[config.mk]
export PLATFORM = sky130hd
export DESIGN_NAME = ahb_apb_xfer_ctrl
export DESIGN_NICKNAME = d
export VERILOG_FILES = /design/src/rtl/ahb_apb_pkg.sv /design/src/rtl/ahb_apb_xfer_ctrl_decode.sv /design/src/rtl/ahb_apb_xfer_ctrl.sv
export SDC_FILE = /design/constraint.sdc
export NUM_CORES = 1
export LEC_CHECK = 0
export ABC_CLOCK_PERIOD_IN_PS = 1700
export CORE_MARGIN = 2
export CORE_UTILIZATION = 27
export CTS_CLUSTER_SIZE = 25
export DETAILED_ROUTE_END_ITERATION = 16
export SYNTH_ARGS = -nofsm -noshare
export SYNTH_HDL_FRONTEND = slang
export SYNTH_SLANG_ARGS = --single-unit
[constraint.sdc]
create_clock -name Hclk -period 1.7 [get_ports Hclk]
set_input_delay 0.34 -clock Hclk [delete_from_list [all_inputs] [get_ports Hclk]]
set_output_delay 0.34 -clock Hclk [all_outputs]
set_load 0.01 [all_outputs]
[src/rtl/ahb_apb_pkg.sv]
// Shared types and constants for the HCLK-side AHB-to-APB transfer controller.
package ahb_apb_pkg;

    typedef enum logic [2:0] {
        ST_IDLE   = 3'd0,
        ST_LATCH  = 3'd1,
        ST_SETUP  = 3'd2,
        ST_ENABLE = 3'd3,
        ST_RDWAIT = 3'd4,
        ST_DONE   = 3'd5,
        ST_ERR1   = 3'd6,
        ST_ERR2   = 3'd7
    } state_t;

    localparam logic [1:0] HTRANS_IDLE   = 2'b00;
    localparam logic [1:0] HTRANS_BUSY   = 2'b01;
    localparam logic [1:0] HTRANS_NONSEQ = 2'b10;
    localparam logic [1:0] HTRANS_SEQ    = 2'b11;

    localparam logic [1:0] HRESP_OKAY  = 2'b00;
    localparam logic [1:0] HRESP_ERROR = 2'b01;

    // Haddr[31:26] prefixes of the three 64 MB APB slave windows.
    localparam logic [5:0] REGION_S0 = 6'b100000;
    localparam logic [5:0] REGION_S1 = 6'b100001;
    localparam logic [5:0] REGION_S2 = 6'b100010;

    localparam logic [2:0] PSEL_NONE = 3'b000;
    localparam logic [2:0] PSEL_S0   = 3'b001;
    localparam logic [2:0] PSEL_S1   = 3'b010;
    localparam logic [2:0] PSEL_S2   = 3'b100;

endpackage

[src/rtl/ahb_apb_xfer_ctrl_decode.sv]
// Combinational APB slave decode from the top six address bits.
module apb_addr_decode
    import ahb_apb_pkg::*;
(
    input  logic [5:0] region_i,
    output logic [2:0] sel_o,
    output logic       unmapped_o
);

    always_comb begin
        sel_o      = PSEL_NONE;
        unmapped_o = 1'b0;
        case (region_i)
            REGION_S0: sel_o = PSEL_S0;
            REGION_S1: sel_o = PSEL_S1;
            REGION_S2: sel_o = PSEL_S2;
            default:   unmapped_o = 1'b1;
        endcase
    end

endmodule

[src/rtl/ahb_apb_xfer_ctrl.sv]
// HCLK-domain AHB slave front-end sequencing APB SETUP/ENABLE on the *_hclk lines.
// Define AHB_APB_DECERR_EN to answer unmapped addresses with a two-cycle ERROR response.
module ahb_apb_xfer_ctrl
    import ahb_apb_pkg::*;
#(
    parameter int unsigned PHASE_CYC   = 4,
    parameter int unsigned RD_SYNC_CYC = 3
) (
    input  logic        Hclk,
    input  logic        Hresetn,
    input  logic        Hwrite,
    input  logic        Hreadyin,
    input  logic [1:0]  Htrans,
    input  logic [31:0] Haddr,
    input  logic [31:0] Hwdata,
    input  logic [31:0] Prdata_hclk,
    output logic        Hreadyout,
    output logic [1:0]  Hresp,
    output logic [31:0] Hrdata,
    output logic        Penable_hclk,
    output logic        Pwrite_hclk,
    output logic [2:0]  Pselx_hclk,
    output logic [31:0] Paddr_hclk,
    output logic [31:0] Pwdata_hclk
);

    localparam logic [3:0] PHASE_LOAD = 4'(PHASE_CYC - 1);
    localparam logic [3:0] RDW_LOAD   = (RD_SYNC_CYC == 0) ? 4'd0 : 4'(RD_SYNC_CYC - 1);

    state_t      state_q, state_d;
    logic [3:0]  cnt_q, cnt_d;
    logic [31:0] addr_q, addr_d;
    logic        write_q, write_d;
    logic [2:0]  sel_q, sel_d;
    logic [31:0] pwdata_q, pwdata_d;
    logic [31:0] hrdata_q, hrdata_d;
    logic [2:0]  dec_sel;
    logic        dec_unmapped;
    logic        valid;

    apb_addr_decode u_decode (
        .region_i   (Haddr[31:26]),
        .sel_o      (dec_sel),
        .unmapped_o (dec_unmapped)
    );

    assign Hreadyout = (state_q == ST_IDLE) || (state_q == ST_DONE) || (state_q == ST_ERR2);
    assign valid     = Hreadyin && Hreadyout && ((Htrans == HTRANS_NONSEQ) || (Htrans == HTRANS_SEQ));

    always_comb begin
        state_d  = state_q;
        cnt_d    = cnt_q;
        addr_d   = addr_q;
        write_d  = write_q;
        sel_d    = sel_q;
        pwdata_d = pwdata_q;
        hrdata_d = hrdata_q;
        unique case (state_q)
            ST_IDLE, ST_DONE, ST_ERR2: begin
                state_d = ST_IDLE;
                if (valid) begin
                    addr_d  = Haddr;
                    write_d = Hwrite;
                    sel_d   = dec_sel;
                    if (!dec_unmapped) begin
                        state_d = ST_LATCH;
                    end else begin
`ifdef AHB_APB_DECERR_EN
                        state_d = ST_ERR1;
`else
                        state_d = ST_DONE;
                        if (!Hwrite) hrdata_d = '0;
`endif
                    end
                end
            end
            ST_LATCH: begin
                if (write_q) pwdata_d = Hwdata;
                cnt_d   = PHASE_LOAD;
                state_d = ST_SETUP;
            end
            ST_SETUP: begin
                if (cnt_q == 4'd0) begin
                    cnt_d   = PHASE_LOAD;
                    state_d = ST_ENABLE;
                end else begin
                    cnt_d = cnt_q - 4'd1;
                end
            end
            ST_ENABLE: begin
                if (cnt_q != 4'd0) begin
                    cnt_d = cnt_q - 4'd1;
                end else if (write_q) begin
                    state_d = ST_DONE;
                end else if (RD_SYNC_CYC == 0) begin
                    hrdata_d = Prdata_hclk;
                    state_d  = ST_DONE;
                end else begin
                    cnt_d   = RDW_LOAD;
                    state_d = ST_RDWAIT;
                end
            end
            // Give the read data time to cross back through the synchronizer before sampling.
            ST_RDWAIT: begin
                if (cnt_q == 4'd0) begin
                    hrdata_d = Prdata_hclk;
                    state_d  = ST_DONE;
                end else begin
                    cnt_d = cnt_q - 4'd1;
                end
            end
            ST_ERR1: state_d = ST_ERR2;
            default: state_d = ST_IDLE;
        endcase
    end

    always_ff @(posedge Hclk or negedge Hresetn) begin
        if (!Hresetn) begin
            state_q  <= ST_IDLE;
            cnt_q    <= '0;
            addr_q   <= '0;
            write_q  <= 1'b0;
            sel_q    <= PSEL_NONE;
            pwdata_q <= '0;
            hrdata_q <= '0;
        end else begin
            state_q  <= state_d;
            cnt_q    <= cnt_d;
            addr_q   <= addr_d;
            write_q  <= write_d;
            sel_q    <= sel_d;
            pwdata_q <= pwdata_d;
            hrdata_q <= hrdata_d;
        end
    end

    assign Hresp        = ((state_q == ST_ERR1) || (state_q == ST_ERR2)) ? HRESP_ERROR : HRESP_OKAY;
    assign Pselx_hclk   = ((state_q == ST_SETUP) || (state_q == ST_ENABLE)) ? sel_q : PSEL_NONE;
    assign Penable_hclk = (state_q == ST_ENABLE);
    assign Pwrite_hclk  = write_q;
    assign Paddr_hclk   = addr_q;
    assign Pwdata_hclk  = pwdata_q;
    assign Hrdata       = hrdata_q;

endmodule

==> metrics.txt <==
status=finished, violations left; failing checks=setup timing; Max Root-Sink Buffers=2; Tcrit/Tclk final=100.6%; CTS tree=done; VDD IR max=0.7765 mV; Max Clock Freq=about 580 MHz; worst setup margin=-10.88 ps; setup_tns=-35.82 ps; skew final=roughly 9.5 ps; Die W=131.9 µm; clk slew on worst S/H paths=70 ps; PortBufs=a little over 200; Global Route Usage Sum=14.79%; gpl congestion=0.7693; Tot Pwr=12.12 mW; dpl cells=around 860; maxcap violations=0; post-route cell area=~0.0075 mm²; die area=0.01741 mm²; startpoint types=input pin; Die Span Y=131.9 µm; Distinct cells, synth=39; Cell Rows=46; worst-margin pin slew=575.5 ps; Worst Path Max Fanout=28; sequential-to-total area share from yosys stat=between 60% and 70%; Yosys warning total=0; ys async rst share=between 90% and 100%; Static Leak=3.327 nW; kind of critical path=in2reg; clock root buffer=clkbuf_16; number of global-route vias before repair=roughly 4,100; share of cells above drive strength 1=a little under 20%; most frequent cells in the layout=clkdlybuf4s50_1, nand2_1, dfrtp_1; final slew viol count=0; Final min period=approximately 1700 ps; # diodes=0; # nets final=772; drt pass-1 iters=4; # clock sinks=107; Fillers=1,505; Hold Vio Cnt, Final=0; dpl cell area=0.006900 mm²; top-area cell type share of the netlist area=60.59%; initial drt markers=98; Pwr Density=1626 mW/mm²; Top Ports=about 210; CTS Hold Bufs=0; Critical Path RT=1960 ps; initial antenna violation count=0; Area growth syn-to-layout=68.69%; # DRC=0; Core ar.=0.01594 mm²; Detail Route Antenna Nets=0; Synth Flop Type=dfrtp_1; Final Setup Violations=5; unrepaired setup endpoints after global routing=true; average cell area after synthesis=10.14 µm²; CP arrival=~2000 ps; top post-synthesis cells by area=dfrtp_1, nand2_1, mux2_2; first-pass GRT wire length=20.84 mm; EDFF count, synth=0; commonest non-fill, non-tap cell in the layout=clkdlybuf4s50_1; largest net degree at the start of global routing=~110; post-synth top area cell=dfrtp_1; vias per cell=roughly 4.3; WL final=12.57 mm; H-Tree Depth=3; Detailed Place HPWL=between 8 and 9 mm; Rel. slew slack=61.63%; Place WS=-383.9 ps; initial core utilization=about 28%; grt total ovfl=0; Hold Path Class=in2async; number of synthesized register bits=107; routed vias=3,845; Clk Latency, worst-skew pair=~350 ps; Synth Instances=436; Post-Syn Area=0.004419 mm²; Synth Net Count=540; cts bufs inserted=9; Post-Layout Cell Count=slightly below 900; WL/cell=14.14 µm; Worst Setup End Kind=flip-flop
[final cells by class]
cell class | count | area [µm²] | area share (%)
Inverter | 6 | 22.52 | 0.3021
Clock buffer | 10 | 229.0 | 3.072
Tap cell | 216 | 270.3 | 3.625
Clock inverter | 6 | 90.09 | 1.208
Multi-Input combinational cell | 299 | 1752 | 23.50
Sequential cell | 107 | 2678 | 35.92
Timing Repair Buffer | 245 | 2414 | 32.38
[per-stage QoR]
step,hold WS (ps),utilization [%]
final,79.52,46.76
after floorplan,44.41,-
after global placement,448.5,43.28
after CTS,90.26,46.66
after detailed placement,448.6,43.28
after global routing,115.6,46.76
[synth_stat cells, types with 2 or more instances]
master and count:
nor2b_1 2, buf_6 3, nand2b_1 3, buf_2 5, mux2_2 30, inv_1 6, ha_1 2, mux2_1 2
a21oi_1 38, nor2_1 7, buf_4 4, clkbuf_1 11, dfrtp_1 107, o22ai_1 4, and3_1 3, or3b_2 2
nor3b_1 2, o21ai_0 7, nand2_1 174, and2_1 3, nand3_1 3
[path summary, 6_finish.rpt]
path | startpoint | to | slack (ps) | cells after the start
setup reg to reg | state_q[2] | Hrdata[17] | 0 | 5
setup / recovery | Haddr[29] | Hrdata[17] | -10 | 7
max in group asynchronous | Hresetn | sel_q[0] | 1210 | 2
hold / removal | Hresetn | Hrdata[21] | 80 | 2
hold reg to reg | sel_q[2] | sel_q[2] | 460 | 2
min in group Hclk | sel_q[2] | sel_q[2] | 460 | 2
[layer usage]
layer	routed length [µm]	track usage, %
met5	0	0
met4	187	4.710
met3	977	5.575
met2	6100	24.36
met1	5304	17.94
[where the power goes]
group | total (mW) | internal (mW) | leakage [nW] | switching, mW
registers | 4.39 | 3.72 | 1.35 | 0.671
logic | 5.50 | 3.26 | 1.83 | 2.24
clock network | 2.24 | 1.29 | 0.153 | 0.940
total | 12.1 | 8.27 | 3.33 | 3.85
[sequential cells by signal, summed over array words and instances (netlist names)]
register / cells
Hrdata: 32
Paddr_hclk: 32
Pwdata_hclk: 32
Pwrite_hclk: 1
cnt_q: 4
sel_q: 3
state_q: 3
[timing repair]
action                     in CTS  in global routing
setup buffers                   8                  1
pin swaps                      16                  5
cloned                          2                  0
gates resized for setup        63                 14
setup endpoints to repair      71                 56
[kinds of logic (layout without fill, tap and decap cells)]
logic type               Yosys count  count (layout)  synth area share (%)
adder cells (fa/ha/maj)            2               2                0.5662
flip-flops                       107             107                 60.59
XOR/XNOR                           1               1                0.1982
other                              1               1               0.08486
AND/OR/NAND/NOR                  206             206                 19.62
AO/OA/AOI/OAI                     57              57                 7.248
multiplexers                      32              32                 8.154
buffers and inverters             30             267                 3.539
[worst max-delay path, cell delays in order]
cell,delay [ps]
clkdlybuf4s50_1,420
or4b_4,550
a21oi_1,140
buf_4,150
nor4_4,50
buf_12,180
a21oi_1,140
Power figures use the tool's default switching activity.
